**src/rtl/fwrdk2j_pipe.sv**
```systemverilog
// Radix-2 butterfly (sum/difference) as a 2-stage valid/ready pipeline with wrap, saturate and scale modes.
// Latency 2 cycles, 1 pair/cycle; a stalled sink freezes S2, then S1, then deasserts in_ready.
module fwrdk2j_pipe #(
    parameter int W     = 32,
    parameter int CNT_W = 32
) (
    input  logic             clk,
    input  logic             rst,
    input  logic             in_valid,
    output logic             in_ready,
    input  logic [W-1:0]     in0,
    input  logic [W-1:0]     in1,
    input  logic [1:0]       mode,
    output logic             out_valid,
    input  logic             out_ready,
    output logic [W-1:0]     out0,
    output logic [W-1:0]     out1,
    output logic             ovf0,
    output logic             ovf1,
    output logic             ovf_sticky,
    input  logic             clr,
    output logic [CNT_W-1:0] sample_cnt
);

    typedef enum logic [1:0] {
        MODE_WRAP  = 2'd0,
        MODE_SAT   = 2'd1,
        MODE_SCALE = 2'd2,
        MODE_RSVD  = 2'd3
    } mode_e;

    typedef struct packed {
        logic [W-1:0] val;
        logic         ovf;
    } res_t;

    // Reduce a (W+1)-bit exact result to W bits according to the sample's mode.
    function automatic res_t shape(input logic [W:0] r, input mode_e m);
        res_t o;
        o.ovf = r[W] ^ r[W-1];
        o.val = r[W-1:0];
        case (m)
            MODE_SAT: begin
                if (o.ovf) begin
                    o.val = r[W] ? {1'b1, {(W-1){1'b0}}} : {1'b0, {(W-1){1'b1}}};
                end
            end
            MODE_SCALE: begin
                o.val = r[W:1];
                o.ovf = 1'b0;
            end
            default: ;
        endcase
        return o;
    endfunction

    // Stage 1 registers
    logic         s1_v_q, s1_v_d;
    logic [W-1:0] s1_a_q, s1_a_d;
    logic [W-1:0] s1_b_q, s1_b_d;
    mode_e        s1_m_q, s1_m_d;

    // Stage 2 registers
    logic         s2_v_q, s2_v_d;
    logic [W-1:0] s2_o0_q, s2_o0_d;
    logic [W-1:0] s2_o1_q, s2_o1_d;
    logic         s2_f0_q, s2_f0_d;
    logic         s2_f1_q, s2_f1_d;

    logic             sticky_q, sticky_d;
    logic [CNT_W-1:0] cnt_q, cnt_d;

    logic       s1_load, s2_load, deliver;
    logic [W:0] sum_w, dif_w;
    res_t       sum_r, dif_r;

    assign s2_load  = !s2_v_q || out_ready;
    assign s1_load  = !s1_v_q || s2_load;
    assign in_ready = s1_load;
    assign deliver  = s2_v_q && out_ready;

    assign sum_w = {s1_a_q[W-1], s1_a_q} + {s1_b_q[W-1], s1_b_q};
    assign dif_w = {s1_a_q[W-1], s1_a_q} - {s1_b_q[W-1], s1_b_q};
    assign sum_r = shape(sum_w, s1_m_q);
    assign dif_r = shape(dif_w, s1_m_q);

    always_comb begin
        s1_v_d  = s1_v_q;
        s1_a_d  = s1_a_q;
        s1_b_d  = s1_b_q;
        s1_m_d  = s1_m_q;
        s2_v_d  = s2_v_q;
        s2_o0_d = s2_o0_q;
        s2_o1_d = s2_o1_q;
        s2_f0_d = s2_f0_q;
        s2_f1_d = s2_f1_q;

        if (s1_load) begin
            s1_v_d = in_valid;
            if (in_valid) begin
                s1_a_d = in0;
                s1_b_d = in1;
                s1_m_d = mode_e'(mode);
            end
        end

        // Result registers only change when a real sample moves in, so a drained
        // output keeps showing the last delivered pair.
        if (s2_load) begin
            s2_v_d = s1_v_q;
            if (s1_v_q) begin
                s2_o0_d = sum_r.val;
                s2_o1_d = dif_r.val;
                s2_f0_d = sum_r.ovf;
                s2_f1_d = dif_r.ovf;
            end
        end
    end

    always_comb begin
        sticky_d = sticky_q;
        cnt_d    = cnt_q;
        if (clr) begin
            sticky_d = 1'b0;
            cnt_d    = '0;
        end else if (deliver) begin
            sticky_d = sticky_q | s2_f0_q | s2_f1_q;
            cnt_d    = cnt_q + 1'b1;
        end
    end

    always_ff @(posedge clk) begin
        if (rst) begin
            s1_v_q   <= 1'b0;
            s1_a_q   <= '0;
            s1_b_q   <= '0;
            s1_m_q   <= MODE_WRAP;
            s2_v_q   <= 1'b0;
            s2_o0_q  <= '0;
            s2_o1_q  <= '0;
            s2_f0_q  <= 1'b0;
            s2_f1_q  <= 1'b0;
            sticky_q <= 1'b0;
            cnt_q    <= '0;
        end else begin
            s1_v_q   <= s1_v_d;
            s1_a_q   <= s1_a_d;
            s1_b_q   <= s1_b_d;
            s1_m_q   <= s1_m_d;
            s2_v_q   <= s2_v_d;
            s2_o0_q  <= s2_o0_d;
            s2_o1_q  <= s2_o1_d;
            s2_f0_q  <= s2_f0_d;
            s2_f1_q  <= s2_f1_d;
            sticky_q <= sticky_d;
            cnt_q    <= cnt_d;
        end
    end

    assign out_valid  = s2_v_q;
    assign out0       = s2_o0_q;
    assign out1       = s2_o1_q;
    assign ovf0       = s2_f0_q;
    assign ovf1       = s2_f1_q;
    assign ovf_sticky = sticky_q;
    assign sample_cnt = cnt_q;

endmodule

```
**config.mk**
```make
export PLATFORM = sky130hd
export DESIGN_NAME = fwrdk2j_pipe
export DESIGN_NICKNAME = d
export VERILOG_FILES = /design/src/rtl/fwrdk2j_pipe.sv
export SDC_FILE = /design/constraint.sdc
export NUM_CORES = 1
export LEC_CHECK = 0
export CORE_MARGIN = 8
export CORE_UTILIZATION = 60
export DETAILED_ROUTE_END_ITERATION = 6
export GPL_TIMING_DRIVEN = 0
export HOLD_SLACK_MARGIN = 0.15
export PLACE_DENSITY_LB_ADDON = 0.05
export SETUP_SLACK_MARGIN = 0.4
export SYNTH_ARGS = -nofsm -noshare
export SYNTH_HDL_FRONTEND = slang
export SYNTH_SLANG_ARGS = --single-unit
```
**constraint.sdc**
```tcl
create_clock -name clk -period 5.4 [get_ports clk]
set_input_delay 1.62 -clock clk [delete_from_list [all_inputs] [get_ports clk]]
set_output_delay 1.62 -clock clk [all_outputs]
set_load 0.005 [all_outputs]
```
; ---- Word-level counts from Yosys, hierarchy flattened
; Cells that the tools add are included.
; Widths: inputs -> output; s select.
[word_totals]
regBits = 167
elab_cells = 36
[classes]
n_addsub = 3
n_eq_ne = 2
n_mux = 8
bitwise = 4
n_reduce_logical = 8
[ops]
columns = op, n
row1 = $mux 32, 4
row2 = $pmux 32 s2, 2
row3 = $add 32x32->33, 1
row4 = $sub 32x32->33, 1
row5 = $add 32x1->32 const B, 1
row6 = $reduce_and 2->1, 2
row7 = $eq 2x1->1 const B, 1
row8 = $eq 2x2->1 const B, 1
row9 = $logic_not 1->1, 2
row10 = $logic_or 1x1->1, 2
row11 = $mux 1, 2
row12 = $or 1x1->1, 2
row13 = $reduce_or 2->1, 1
row14 = $xor 1x1->1, 2
row15 = $logic_and 1x1->1, 1

; ---- Depth between registers and ports, before layout
; Gate-level depths: netlist of run 1.
[depth]
ltp_word = 4
depth_mapped = 16
depth_no_buf = 14

; ---- Worst setup path before layout of run 1
; Ideal clock, no wire load.
[synth_path]
path_kind = input-to-output
start = input port out_ready
end = output port in_ready
arrival_time_ns = 1.942
required_time_ns = 3.780
path_slack_ns = 1.838
path_stages = 2
n_path_buf = 0
path_cell_list = nor2b_1 nand2_1
[synth_between]
elab_chain_cells = 2
[synth_rtl]
columns = element, line
row1 = from (decl), 15  ; input logic out_ready,
row2 = $logic_or 1x1->1, 77  ; assign s2_load = !s2_v_q || out_ready;
row3 = $logic_or 1x1->1, 78  ; assign s1_load = !s1_v_q || s2_load;
row4 = to (decl), 10  ; output logic in_ready,
; Every way passes these cells.

; ---- Final worst setup path of run 1
; Same ends and word-level chain as after synthesis.

==> results of run 1 <==
-- synth_stat cells (5+ instances only) --
cell and number:
sky130_fd_sc_hd__a211oi_1 11, sky130_fd_sc_hd__a21o_1 18, sky130_fd_sc_hd__a21oi_1 200, sky130_fd_sc_hd__a221oi_1 7
sky130_fd_sc_hd__a22o_1 11, sky130_fd_sc_hd__a31oi_1 11, sky130_fd_sc_hd__a32o_1 11, sky130_fd_sc_hd__and2_1 7
sky130_fd_sc_hd__and3_1 13, sky130_fd_sc_hd__buf_1 5, sky130_fd_sc_hd__buf_2 12, sky130_fd_sc_hd__buf_4 6
sky130_fd_sc_hd__buf_6 8, sky130_fd_sc_hd__clkbuf_1 63, sky130_fd_sc_hd__dfxtp_1 167, sky130_fd_sc_hd__ha_1 67
sky130_fd_sc_hd__inv_1 66, sky130_fd_sc_hd__inv_2 5, sky130_fd_sc_hd__nand2_1 263, sky130_fd_sc_hd__nand2b_1 25
sky130_fd_sc_hd__nand3_1 31, sky130_fd_sc_hd__nand4_1 12, sky130_fd_sc_hd__nor2_1 95, sky130_fd_sc_hd__nor2b_1 13
sky130_fd_sc_hd__nor3_1 24, sky130_fd_sc_hd__nor4_1 12, sky130_fd_sc_hd__o211ai_1 14, sky130_fd_sc_hd__o21a_1 8
sky130_fd_sc_hd__o21ai_0 83, sky130_fd_sc_hd__o21ai_1 11, sky130_fd_sc_hd__o21ai_2 5, sky130_fd_sc_hd__o21bai_1 10
sky130_fd_sc_hd__o31ai_1 22, sky130_fd_sc_hd__or2_2 5, sky130_fd_sc_hd__or3_1 11, sky130_fd_sc_hd__xnor2_1 58
sky130_fd_sc_hd__xor2_1 29
-- registers in the layout (all words and copies together) (netlist names) --
name,cells
ovf0,1
s1_a_q,32
out0,32
s1_b_q,32
s1_m_q,2
out1,32
out_valid,1
s1_v_q,1
ovf_sticky,1
sample_cnt,32
ovf1,1
-- metrics by stage --
step / hold WS, ns / util, % / total power, uW / cells
after floorplan: 0.435 / - / 2110 / 1497
after global placement: 0.428 / 71.2 / 2490 / 1902
after detailed placement: 0.434 / 71.2 / 2500 / 1902
after CTS: 0.445 / 74.6 / 3790 / 1934
after global routing: 0.461 / 74.6 / 3970 / 1934
final: 0.445 / 74.6 / 3830 / 1934
-- power groups by stage --
stage | combinational (uW) | clock, uW | sequential [uW]
final | 1180 | 1310 | 1340
after global routing | 1250 | 1360 | 1350
after CTS | 1140 | 1300 | 1340
after detailed placement | 1130 | 0 | 1370
after global placement | 1120 | 0 | 1370
after floorplan | 741 | 0 | 1360
-- area by class of cell --
type                       instances  area [sq um]  share of cell area [%]
sequential                       167          3340                    24.2
inverter                          72           270                    1.96
buffer                            94           450                    3.26
clock buffer                      17           425                    3.08
timing repair buffer             171          1710                    12.4
multi-input combinational       1164          7120                    51.5
clock inverter                    15           201                    1.46
tap                              234           293                    2.12
-- layer usage --
layer	routed length, um	part of all wire (%)	vias to the layer above
met2	16700	44	683
met1	16500	44	5540
met5	0	0	-
met3	3610	9.5	90
met4	1170	3.1	0
li1	-	-	5627
-- logic make-up after synthesis --
| logic type | synth area share [%] |
|---|---|
| compound gates | 27.4 |
| xor+xnor | 6.96 |
| fa+ha+maj | 7.85 |
| buf+inv | 6.44 |
| flops | 29.9 |
| mux | 0.190 |
| simple gates | 21.3 |
-- worst min-delay path by stage --
stage | slack [ns] | depth (start not counted) | start | to
final | 0.44 | 2 | out1[9] | out1[9]
after global routing | 0.46 | 2 | out1[13] | out1[13]
after CTS | 0.44 | 2 | out1[9] | out1[9]
after detailed placement | 0.43 | 2 | out1[9] | out1[9]
after global placement | 0.43 | 2 | out1[5] | out1[5]
after floorplan | 0.43 | 2 | out1[13] | out1[13]
-- layout by cell type, fill, tap and decap left out, drive strengths merged, types with 29 or more instances in the layout --
master,Yosys,layout
buf,31,31
nor2,95,95
o21ai,100,100
nand2,263,263
nand3,31,31
dfxtp,167,167
xor2,29,29
clkbuf,63,80
ha,67,67
inv,71,82
a21oi,201,201
clkdlybuf4s50,0,171
xnor2,59,59
-- worst max-delay path, stage by stage --
cell	delay [ns]
sky130_fd_sc_hd__clkdlybuf4s50_1	0.46
sky130_fd_sc_hd__nor2b_1	0.30
sky130_fd_sc_hd__nand2_1	0.20
sky130_fd_sc_hd__clkdlybuf4s50_1	0.52
==> results.txt, run 1 <==
Reg-to-reg critical path endpoint: out0[13]
Largest fanout on the critical path: 5
Reg power frac: 35.1%
# fillers: 1,462
Source-to-sink clock delay at the later pin of the worst-skew pair: 0.45 ns
Result of the run: finished clean
Overall die height: 153 um
Routed wire per std cell: 19.6 um
GRT Util Overall: 31.5%
Post-route cell area: 13,800 sq um
Ant. Diodes: 0
Setup slack of the worst register-to-register path: 1.38 ns
Pre-CTS WS: 0.692 ns
Clock-pin transition on the worst setup and hold timing paths: 0.08 ns
Net Count, Synth: 1,637
Longest Clk Path Bufs: 2
R2r startpoint: s1_b_q[5]
Type of the setup path with the least slack: primary input to output pin
Starting density of the core: 60.4%
Number of levels in the clock H-tree: 4
Post-synthesis sequential area ratio: 29.9%
Met3 track demand over resource: 5.76%
Minimum clock period after layout: 4.73 ns
Number of sinks handled by clock tree synthesis: 167
Combinational share of power: 30.7%
Flops & latches, synth: 167
Overall die width: 153 um
Number of port buffers: 171
Final setup TNS: 0 ns
Type of the tightest min-delay check: register to register
Via density: 6.17
Clock buffer count from CTS: 17
Post-route antenna net violation count: 0
Worst relative slew slack: 47.1%
Total grt overflow: 0
Library cell occupying the most area in the post-synthesis netlist: sky130_fd_sc_hd__dfxtp_1
Initial antenna violation count: 0
Internal Power: 2390 uW
Post-CTS repair timing setup buffer count: 0
Placed cell areas: 13,200 sq um
Setup crit start: out_ready
Post-synth top flop: sky130_fd_sc_hd__dfxtp_1
Fraction of final layout cells sized beyond drive strength 1: 5.82%
Half-perimeter wire length after placement: 30.0 mm
GR Layer Usage met1: 42.5%
Slack of the critical path: 0.672 ns
FFs w/ async S/R, synth: 0%
Area overhead of the layout relative to synthesis: 23.5%
DR vias: 11,900
Clock skew: 0.0136 ns
Total power density per cell area: 277 nW/um^2
Max-capacitance violation count: 0
Total Nets Final: 1,827
Clock tree from TritonCTS: done
Unrepaired setup endpoints after global routing: no
Layer carrying the most global-route usage: met2
Via count of the first global-routing pass: 11,200
LEAKAGE: 0.00536 uW
Synth Instances: 1,497
Post-Synthesis Mean Instance Area: 7.47 sq um
Data arrival time of the worst path: 3.11 ns
Row count: 50
Net switching fraction of the power: 37.5%
Required time reported for the critical path endpoint: 3.78 ns
Dominant cells by area after synthesis: sky130_fd_sc_hd__dfxtp_1 30%, sky130_fd_sc_hd__a21oi_1 8.9%, sky130_fd_sc_hd__nand2_1 8.8%
Cell Area, Synth: 11,200 sq um
Worst Setup End Kind: output pin
Initial detailed-routing violation count: 1,168
Core footprint: 18,500 sq um
Area share of the leading cell type in the synthesized netlist: 29.9%
Worst Reg-to-Reg Cells: 13
Number of placed I/O pins: 172
Max IR drop VDD: 249 uV
Reported net switching power: 1430 uW
Die Outline Area: 23,300 sq um
Actual transition at the worst max-transition pin: 0.786 ns
DRC violation count after routing: 0
Number of buffers inserted by hold repair at cts: 0
Maximum clock frequency: 212 MHz
Wirelength, routed: 38.0 mm
Pin count of the biggest net entering global routing: 22
Hold Vio Cnt, Final: 0
First-pass iteration count of the detailed router: 6
Weighted congestion at the end of routability-driven global placement: 0.982
Root buffer selected by CTS: sky130_fd_sc_hd__clkbuf_16
PostCTS Resize Cnt: 0
Number of slew-limit violations in the final report: 0
Number of enable flip-flop cells after synthesis: 0
Finish-stage setup viols: 0
Part of the cycle the worst path needs: 87.5%
Part of the total power dissipated in the clock network: 34.1%
Number of distinct library cells after synthesis: 84
Syn. warnings: 0
First-pass GRT wire length: 59.5 mm
Termination of the worst setup path: in_ready
Type of origin of the critical path: primary input
GR Layer Usage met2: 49.3%
No activity file was read; power rests on OpenSTA's default activity.
==> run 2: changes to the inputs <==
--- a/config.mk
+++ b/config.mk
@@ -11,7 +11,7 @@
 export GPL_TIMING_DRIVEN = 0
 export HOLD_SLACK_MARGIN = 0.15
 export PLACE_DENSITY_LB_ADDON = 0.05
-export SETUP_SLACK_MARGIN = 0.4
+export SETUP_SLACK_MARGIN = 0.5
 export SYNTH_ARGS = -nofsm -noshare
 export SYNTH_HDL_FRONTEND = slang
 export SYNTH_SLANG_ARGS = --single-unit
==> results of run 2 <==
Same layout as run 1: the final DEF is identical, and so are final timing and power.
